--- src/rtl/siso_shift_ctrl_pkg.sv ---
// Shared types and width helpers for the SISO shift-register sequencer.
package siso_shift_ctrl_pkg;

  typedef enum logic [1:0] {
    S_IDLE  = 2'd0,
    S_LOAD  = 2'd1,
    S_SHIFT = 2'd2,
    S_GAP   = 2'd3
  } state_t;

  // Bits needed to hold 0..max_val, never less than one.
  function automatic int cnt_width(input int max_val);
    int w;
    w = $clog2(max_val + 1);
    return (w < 1) ? 1 : w;
  endfunction

endpackage

--- src/rtl/siso_shift_ctrl_cnt.sv ---
// Loadable up-counter with synchronous clear, count enable and terminal-count compare.
module siso_shift_ctrl_cnt #(
  parameter int W = 2
) (
  input  logic         clk,
  input  logic         rst,
  input  logic         clr,
  input  logic         ld,
  input  logic [W-1:0] ld_val,
  input  logic         en,
  input  logic [W-1:0] term,
  output logic [W-1:0] q,
  output logic         tc
);

  always_ff @(posedge clk) begin
    if (rst || clr) begin
      q <= '0;
    end else if (ld) begin
      q <= ld_val;
    end else if (en) begin
      q <= q + W'(1);
    end
  end

  assign tc = (q == term);

endmodule

--- src/rtl/siso_shift_ctrl.sv ---
// Sequencer feeding a SISO shift register: one load cycle, WIDTH enable cycles, done pulse, GAP idle cycles.
// Optional SISO_SHIFT_PAUSE_EN adds a pause input that freezes the shift sequence.
module siso_shift_ctrl
  import siso_shift_ctrl_pkg::*;
#(
  parameter  int WIDTH = 4,
  parameter  int GAP   = 1,
  localparam int CW    = cnt_width(WIDTH),
  localparam int GW    = cnt_width(GAP)
) (
  input  logic             clk,
  input  logic             areset,
`ifdef SISO_SHIFT_PAUSE_EN
  input  logic             pause,
`endif
  input  logic             in_valid,
  output logic             in_ready,
  input  logic [WIDTH-1:0] in_data,
  output logic             sr_load,
  output logic             sr_ena,
  output logic [WIDTH-1:0] sr_data,
  output logic             busy,
  output logic             done,
  output logic [CW-1:0]    shift_cnt
);

  localparam int GAP_TERM = (GAP > 0) ? GAP - 1 : 0;

  state_t           state;
  state_t           state_nxt;
  logic [WIDTH-1:0] hold;
  logic             done_q;
  logic             advance;
  logic             take;
  logic             last_shift;
  logic [CW-1:0]    cnt;
  logic             cnt_tc;
  logic [GW-1:0]    gap_cnt_unused;
  logic             gap_tc;

`ifdef SISO_SHIFT_PAUSE_EN
  assign advance = ~pause;
`else
  assign advance = 1'b1;
`endif

  assign take       = (state == S_IDLE) && in_valid;
  assign last_shift = (state == S_SHIFT) && advance && cnt_tc;

  always_ff @(posedge clk) begin
    if (areset) begin
      state  <= S_IDLE;
      hold   <= '0;
      done_q <= 1'b0;
    end else begin
      state  <= state_nxt;
      done_q <= last_shift;
      if (take) begin
        hold <= in_data;
      end
    end
  end

  always_comb begin
    state_nxt = state;
    unique case (state)
      S_IDLE:  if (in_valid) state_nxt = S_LOAD;
      S_LOAD:  state_nxt = S_SHIFT;
      S_SHIFT: if (last_shift) state_nxt = (GAP > 0) ? S_GAP : S_IDLE;
      S_GAP:   if (gap_tc) state_nxt = S_IDLE;
      default: state_nxt = S_IDLE;
    endcase
  end

  // Shift count reads WIDTH during the done cycle and clears as that cycle ends.
  siso_shift_ctrl_cnt #(.W(CW)) u_shift_cnt (
    .clk    (clk),
    .rst    (areset),
    .clr    (done_q),
    .ld     (1'b0),
    .ld_val ('0),
    .en     ((state == S_SHIFT) && advance),
    .term   (CW'(WIDTH - 1)),
    .q      (cnt),
    .tc     (cnt_tc)
  );

  siso_shift_ctrl_cnt #(.W(GW)) u_gap_cnt (
    .clk    (clk),
    .rst    (areset),
    .clr    ((state == S_GAP) && gap_tc),
    .ld     (1'b0),
    .ld_val ('0),
    .en     (state == S_GAP),
    .term   (GW'(GAP_TERM)),
    .q      (gap_cnt_unused),
    .tc     (gap_tc)
  );

  assign in_ready  = (state == S_IDLE) && !areset;
  assign sr_load   = (state == S_LOAD);
  assign sr_ena    = (state == S_SHIFT) && advance;
  assign sr_data   = hold;
  assign busy      = (state != S_IDLE);
  assign done      = done_q;
  assign shift_cnt = cnt;

endmodule
--- config.mk ---
export PLATFORM = sky130hd
export DESIGN_NAME = siso_shift_ctrl
export DESIGN_NICKNAME = d
export VERILOG_FILES = /design/src/rtl/siso_shift_ctrl_pkg.sv /design/src/rtl/siso_shift_ctrl_cnt.sv /design/src/rtl/siso_shift_ctrl.sv
export SDC_FILE = /design/constraint.sdc
export NUM_CORES = 1
export LEC_CHECK = 0
export ABC_AREA = 1
export CORE_AREA = 2 2 39 41
export CTS_CLUSTER_SIZE = 20
export DETAILED_ROUTE_END_ITERATION = 8
export DIE_AREA = 0 0 41 43
export PLACE_DENSITY = 0.7
export REMOVE_ABC_BUFFERS = 1
export SLEW_MARGIN = 20
export SYNTH_ARGS = -nofsm -noshare
export SYNTH_HDL_FRONTEND = slang
export SYNTH_SLANG_ARGS = --single-unit
--- constraint.sdc ---
create_clock -name clk -period 1.5 [get_ports clk]
set_input_delay 0.3 -clock clk [delete_from_list [all_inputs] [get_ports clk]]
set_output_delay 0.3 -clock clk [all_outputs]
set_load 0.01 [all_outputs]
# Yosys cells after proc, flatten, opt, wreduce, memory -nomap -nowiden
# Index checks and enable logic that the tools add are counted.
op_classes:
  eq_ne: 7
  n_mux: 4
  bitwise_logic: 1
  n_addsub: 2
  reduce_logical: 10
ops:
  columns: ["op", "n"]
  rows:
  - ["case mux 2 bit (4 select lines)", 1]
  - ["two-way mux 2 bit", 3]
  - ["== test 2 bit, second input constant", 2]
  - ["logical AND 1 bit", 4]
  - ["!= test 2 bit, second input constant", 2]
  - ["adder 3 x 1 -> 3 bit, second input constant", 1]
  - ["== test 3 x 2 -> 1 bit, second input constant", 1]
  - ["AND reduction 3 bit", 1]
  - ["== test 2 x 1 -> 1 bit, second input constant", 1]
  - ["logical NOT 2 bit", 1]
  - ["logical OR 1 bit", 2]
  - ["!= test 2 x 1 -> 1 bit, second input constant", 1]
  - ["nonzero test 2 bit", 1]
  - ["adder 1 bit, second input constant", 1]
  - ["logical NOT 1 bit", 1]
  - ["inverter 1 bit", 1]
word_totals:
  word_cells: 29
  in_bits: 7
  register_bits: 11

# Depth between registers and ports, before layout
depth:
  depth_word: 4
  depth_mapped: 8

# By module
# A second synthesis with hierarchy kept.
hier_totals:
  hier_cells: 100
  area_unflattened_um2: 660.6
modules_own_cells:
  columns: ["module", "seq_area_each_um2", "cells_per_inst", "n_inst", "area_each_um2"]
  rows:
  - ["siso_shift_ctrl", 140.1, 52, 1, 369.1]
  - ["siso_shift_ctrl_cnt at u_shift_cnt", 60.1, 33, 1, 212.7]
  - ["siso_shift_ctrl_cnt at u_gap_cnt", 20.0, 15, 1, 78.8]

# Worst setup path before layout
# Ideal clock, no wire load.
synth_path:
  path_type: "flip-flop to flip-flop"
  startpoint: "register state[0]"
  endpoint: "register u_shift_cnt.q[0]"
  setup_ps: 70
  path_buffers: 0
  arrival_ps: 1086
  required_ps: 1430
  slack_ps: 345
  stages_incl_launch_ff: 6
  path_cell_list: "dfxtp_1 > inv_1 > ha_1 > inv_2 > or2_0 > a21oi_1"
synth_between:
  elab_chain_cells: 1
synth_lines:
  columns: ["item", "line_no", "rtl"]
  rows:
  - ["from (decl)", "siso_shift_ctrl.sv:29", "state_t state;"]
  - ["from (signal assigned)", "siso_shift_ctrl.sv:56", "state <= state_nxt;"]
  - ["== test 2 bit", null, null]
  - ["net sr_ena", "siso_shift_ctrl.sv:20", "output logic sr_ena,"]
  - ["to (signal assigned)", "siso_shift_ctrl_cnt.sv:20", "q <= ld_val;"]
  - ["to (signal assigned)", "siso_shift_ctrl_cnt.sv:22", "q <= q + W'(1);"]
  - ["to (decl)", "siso_shift_ctrl_cnt.sv:12", "output logic [W-1:0] q,"]
# The timed path passes the listed nets, and every way through them passes these cells.
# A chain may end at the register's enable or synchronous reset.

# Final worst setup path
layout_path:
  startpoint: "register u_shift_cnt.q[2]"
  endpoint: "output port shift_cnt[2]"
layout_lines:
  columns: ["item", "line_no", "rtl"]
  rows:
  - ["to (decl)", "siso_shift_ctrl.sv:24", "output logic [CW-1:0] shift_cnt"]
# No word-level cell between the ends.

==> impl_metrics.yaml <==
global_route:
  grt_pass1_vias: 424
  grt_max_degree: 8
  grt_overflow: 0
  grt_antenna_before_repair: 0
  grtUsageTotal_pct: 14.0
  grt_pass1_wl_um: 1640
logic_synthesis:
  synth_top_area_share_pct: 42.7
  yosysSeqAreaShare_pct: 42.7
  avgSynthCellArea_um2: 7.69
  synth_compound_area_share_pct: 8.25
  netlist_area_um2: 515
  synth_cells: 67
  yosysWarningCount: 0
  synth_top_family_by_area: "simple AND/OR/NAND/NOR gates"
  synth_xor_area_share_pct: 0
  yosysTopAreaCell: "dfxtp_1"
  ys_ff_latch: 11
  yosys-mux-area-fraction_pct: 0
  synth_fa_ha_area_share_pct: 17.0
  ys_types: 14
  yosys.area_share.simple_pct: 24.0
  synth_area_leaders: "dfxtp_1 (43%), ha_1 (17%), nor2_1 (9.5%), nand2_1 (8.0%), inv_1 (7.3%)"
placed_design:
  dp.cells: 108
  io_buffers: 18
  place_hpwl_um: 820
  place_congestion: 0.813
critical_path:
  cpLargestDelayFamily: "buffers and inverters"
  cp_max_fo: 3
  cp.required_ps: 1200
  cp_cell_sequence: "clkdlybuf4s50_1"
  arrival_ps: 1150
  crit_buf_inv: 1
  start_kind: "flip-flop"
  slowest_stage: "clkdlybuf4s50_1"
  cp_slowest_stage_delay_ps: 540
  path_class: "flip-flop to output port"
  rrSetupSlack_ps: 280
  cp-end-kind: "output port"
routing:
  first_pass_iters: 2
  via_count: 494
  via_per_inst: 4.41
  postRouteAntennaNets: 0
  avgRoutedWirePerCell_um: 8.57
  remaining_drc_errors: 0
  drt_iter0_markers: 4
  drt_wl_total_um: 960
timing:
  fmax_mhz: 689
  tightestPinTransition_ps: 203
  fin_crit_ps: 1450
  grt_setup_unrepaired: "no"
  drv_slew: 0
  setup_viol: 0
  max_slew_margin_pct: 86.4
  holdWs_ps: 438
  finalCritPeriodShare_pct: 96.8
  fin_tns_setup_ps: 0
  clock_skew_ps: 2.67
  hold_viol: 0
floorplan:
  die_h_um: 43
  die_x_um: 41
  core_area_um2: 1380
  dieArea_um2: 1760
  start_util_pct: 37.3
  io_pins: 19
  rows: 14
clock_tree:
  cts_tree: "built"
  clk_latency_ps: 260
  numCtsBuffers: 3
  htreeDepth: 1
  holdBufCountCts: 0
  clkSinkCount: 11
  clkTransAtPathRegs_ps: 70
  clk_path_buf_depth: 2
  postCtsSetupBuffers: 0
  cts-root-buf: "clkbuf_4"
pwr:
  peakVddDrop_mv: 0.951
  power.leakage_nw: 0.398
  p_per_area_nw_per_um2: 1580
outcome:
  status: "finished clean"
job:
  cap_violations: 0
cells_and_area:
  area_growth_pct: 51.9
  diodes: 0
  layout-drive-gt1-share_pct: 17.7
  fin_cells: 112
  final_nets: 111
min_path:
  min_path_type: "flip-flop to flip-flop"
-- final cells by class --
cell class / count / area [um2]
sequential: 11 / 223
inverter: 11 / 41.3
multi-input combinational: 45 / 254
fill: 146 / 601
timing repair buffer: 25 / 219
clock buffer: 4 / 26.3
tap: 16 / 20.0
-- kinds of logic (layout without fill, tap and decap cells) --
group                      count (synthesis)  count (layout)
DFF                                       11              11
and+or+nand+nor                           30              30
AOI/OAI and AO/OA                          8               8
adders and majority gates                  7               7
buffers and inverters                     11              40
-- where the power goes --
| part | switching [mW] | internal, mW |
|---|---|---|
| clock | 0.0933 | 0.103 |
| sequential | 0.0420 | 0.372 |
| combinational | 0.306 | 0.321 |
| total | 0.441 | 0.797 |
-- synth_stat cells --
library cell and n:
or2_0 1, nor3_1 1, inv_1 10, nand3_1 2, inv_2 1, dfxtp_1 11, ha_1 7, o21ai_0 4
nand4_1 1, a21oi_1 3, nor2_1 13, or2_1 1, a211oi_1 1, nand2_1 11
-- metal layers --
layer | GRT usage (%) | vias up | wire length, um
met4 | 10.0 | 0 | 15
met3 | 3.14 | 4 | 57
met1 | 17.8 | 211 | 448
met5 | 0 | - | 0
li1 | - | 268 | -
met2 | 19.7 | 11 | 439
-- stage by stage --
step	setup WS [ps]	utilization, %	area [um2]	total power [mW]
after floorplan	345	-	515	0.745
after global placement	-147	55.5	768	1.08
after detailed placement	-151	55.5	768	1.10
after CTS	-1.52	57.7	798	1.29
after global routing	1.62	56.6	783	1.37
final	48.0	56.6	783	1.24
-- cell usage in the layout (no fill, tap or decap), types with 2 or more instances in the layout --
cell,count
a21oi_1,3
nor2_1,13
dfxtp_1,9
nand2_1,11
buf_2,2
o21ai_0,4
clkdlybuf4s50_1,12
inv_1,9
nand3_1,2
dfxtp_2,2
ha_1,7
inv_2,2
buf_4,7
clkbuf_4,3
-- path summary, 6_finish.rpt --
path                                        from           end  depth (start not counted)
worst max-delay path            u_shift_cnt.q[2]  shift_cnt[2]                          1
worst min-delay path                 u_gap_cnt.q   u_gap_cnt.q                          2
worst max register to register          state[1]      state[0]                          6
worst min register to register       u_gap_cnt.q   u_gap_cnt.q                          2
-- worst register-to-register path: cells and delay by family (launching register included) --
kind | cells | cell delay (ps)
flip-flops | 1 | 320
buffers and inverters | 2 | 290
adder cells (fa/ha/maj) | 1 | 190
AO/OA/AOI/OAI | 1 | 170
AND/OR/NAND/NOR | 2 | 170
-- sequential cells by signal, summed over array words and instances, names as in the netlist --
signal,flops
u_shift_cnt.q,3
done,1
sr_data,4
state,2
u_gap_cnt.q,1
-- repair_timing --
item                       CTS  global route
resized for setup           14             4
setup endpoints to repair    5             4
hold endpoints to repair     0             0
(Power assumes the default switching activity.)
==> edit (same flow settings) <==
Add a define of `SISO_SHIFT_PAUSE_EN`.
--- a/src/rtl/siso_shift_ctrl.sv
+++ b/src/rtl/siso_shift_ctrl.sv
@@ -1,4 +1,6 @@
 // Sequencer feeding a SISO shift register: one load cycle, WIDTH enable cycles, done pulse, GAP idle cycles.
 // Optional SISO_SHIFT_PAUSE_EN adds a pause input that freezes the shift sequence.
+`define SISO_SHIFT_PAUSE_EN
+
 module siso_shift_ctrl
   import siso_shift_ctrl_pkg::*;
Interface: changed (added pause); port bits go from 19 to 20. No check against the original RTL was run, so the function may have changed too.
==> edit against the original RTL <==
- design area up 9.6%
- count of clock-buffer cells in the layout stayed put
- area after synthesis grew 6.1%
- power increased by 14%
- routed wire length is 17% higher
- sequential cell count stayed put
- worst setup slack worse by 0.025 ns
- maximum frequency is 1.7% lower
- critical endpoint is now shift_cnt[1]
==> edit: results (changes against the original RTL) <==
set qor(internal_power_uw) 872.3 ;# was 796.6 uW
set qor(finish.net_count) 121 ;# was 111
set qor(m1WireLength_um) 533 ;# was 448 um
set qor(wirelength_um) 1123 ;# was 960 um
set qor(synth_compound_gate_area_share_pct) 10.76 ;# was 8.252%
set qor(grt_pass1_vias) 499 ;# was 424
set qor(grt_pass1_wl_um) 1876 ;# was 1642 um
set qor(status) {completed} ;# unchanged
set qor(post_drt_via_cell_ratio) 4.397 ;# was 4.411
set qor(ys_top_cells_by_area) {sky130_fd_sc_hd__dfxtp_1 (40%), sky130_fd_sc_hd__ha_1 (16%), sky130_fd_sc_hd__nor2_1 (13%), sky130_fd_sc_hd__inv_1 (8.2%), sky130_fd_sc_hd__o21ai_0 (5.5%)} ;# was sky130_fd_sc_hd__dfxtp_1 (43%), sky130_fd_sc_hd__ha_1 (17%), sky130_fd_sc_hd__nor2_1 (9.5%), sky130_fd_sc_hd__nand2_1 (8.0%), sky130_fd_sc_hd__inv_1 (7.3%)
set qor(gr-usage-all-layers_pct) 15.73 ;# was 13.98%
set qor(leak_pwr_nw) 0.4296 ;# was 0.3983 nW
set qor(clock_latency_ns) 0.28 ;# was 0.26 ns
set qor(buffer_ports.inserted) 19 ;# was 18
set qor(cp.arrival_ns) 1.18 ;# was 1.15 ns
set qor(mean_post_synth_cell_area_um2) 7.490 ;# was 7.694 um2
set qor(met3_length_um) 75 ;# was 57 um
set qor(met2_usage_pct) 24.69 ;# was 19.69%
set qor(detailed_route_wirelength_on_metal2_um) 490 ;# was 439 um
set qor(ir_drop_mv) 1.065 ;# was 0.9510 mV
set qor(yosys.cell_types.count) 13 ;# was 14
set qor(seq_area_frac_synth_pct) 40.27 ;# was 42.72%
set qor(final_layout_size_suffix_gt1_share_pct) 23.81 ;# was 17.71%
set qor(worstSetupStartpoint) {u_shift_cnt.q[1]} ;# was u_shift_cnt.q[2]
set qor(synth.cells.most_frequent) {sky130_fd_sc_hd__nor2_1 (19), sky130_fd_sc_hd__inv_1 (12), sky130_fd_sc_hd__dfxtp_1 (11), sky130_fd_sc_hd__nand2_1 (8), sky130_fd_sc_hd__ha_1 (7)} ;# was sky130_fd_sc_hd__nor2_1 (13), sky130_fd_sc_hd__dfxtp_1 (11), sky130_fd_sc_hd__nand2_1 (11), sky130_fd_sc_hd__inv_1 (10), sky130_fd_sc_hd__ha_1 (7)
set qor(pre_cts_slack_ns) -0.2169 ;# was -0.1513 ns
set qor(detailedRoute.firstIterationViolations) 5 ;# was 4
## edit: what timing repair did
action	4_1_cts	5_1_grt
gates resized for setup	17	5
setup buffers	0	0
gates cloned	0	0
setup endpoints to repair	5	4
## edit: final timing paths
kind / endpoint / slack [ns] / depth (start not counted)
max reg2reg: state[1] / 0.29 / 8
max: shift_cnt[1] / 0.02 / 1
min: u_gap_cnt.q / 0.45 / 2
min reg2reg: u_gap_cnt.q / 0.45 / 2
## edit: final cells by class
type	instances	area, um2
clock buffers	4	26.28
flip-flops and latches	11	221.5
repair buffers	28	239.0
inverters	14	52.55
well taps	16	20.02
fillers	141	525.5
multi-input cells	48	299.0
## edit: power by group through the flow
stage	combinational, mW	clock [mW]	sequential, mW
after floorplan	0.363	0	0.439
final	0.792	0.208	0.416
after CTS	0.774	0.216	0.411
after global placement	0.776	0	0.411
after global routing	0.898	0.227	0.425
after detailed placement	0.795	0	0.412
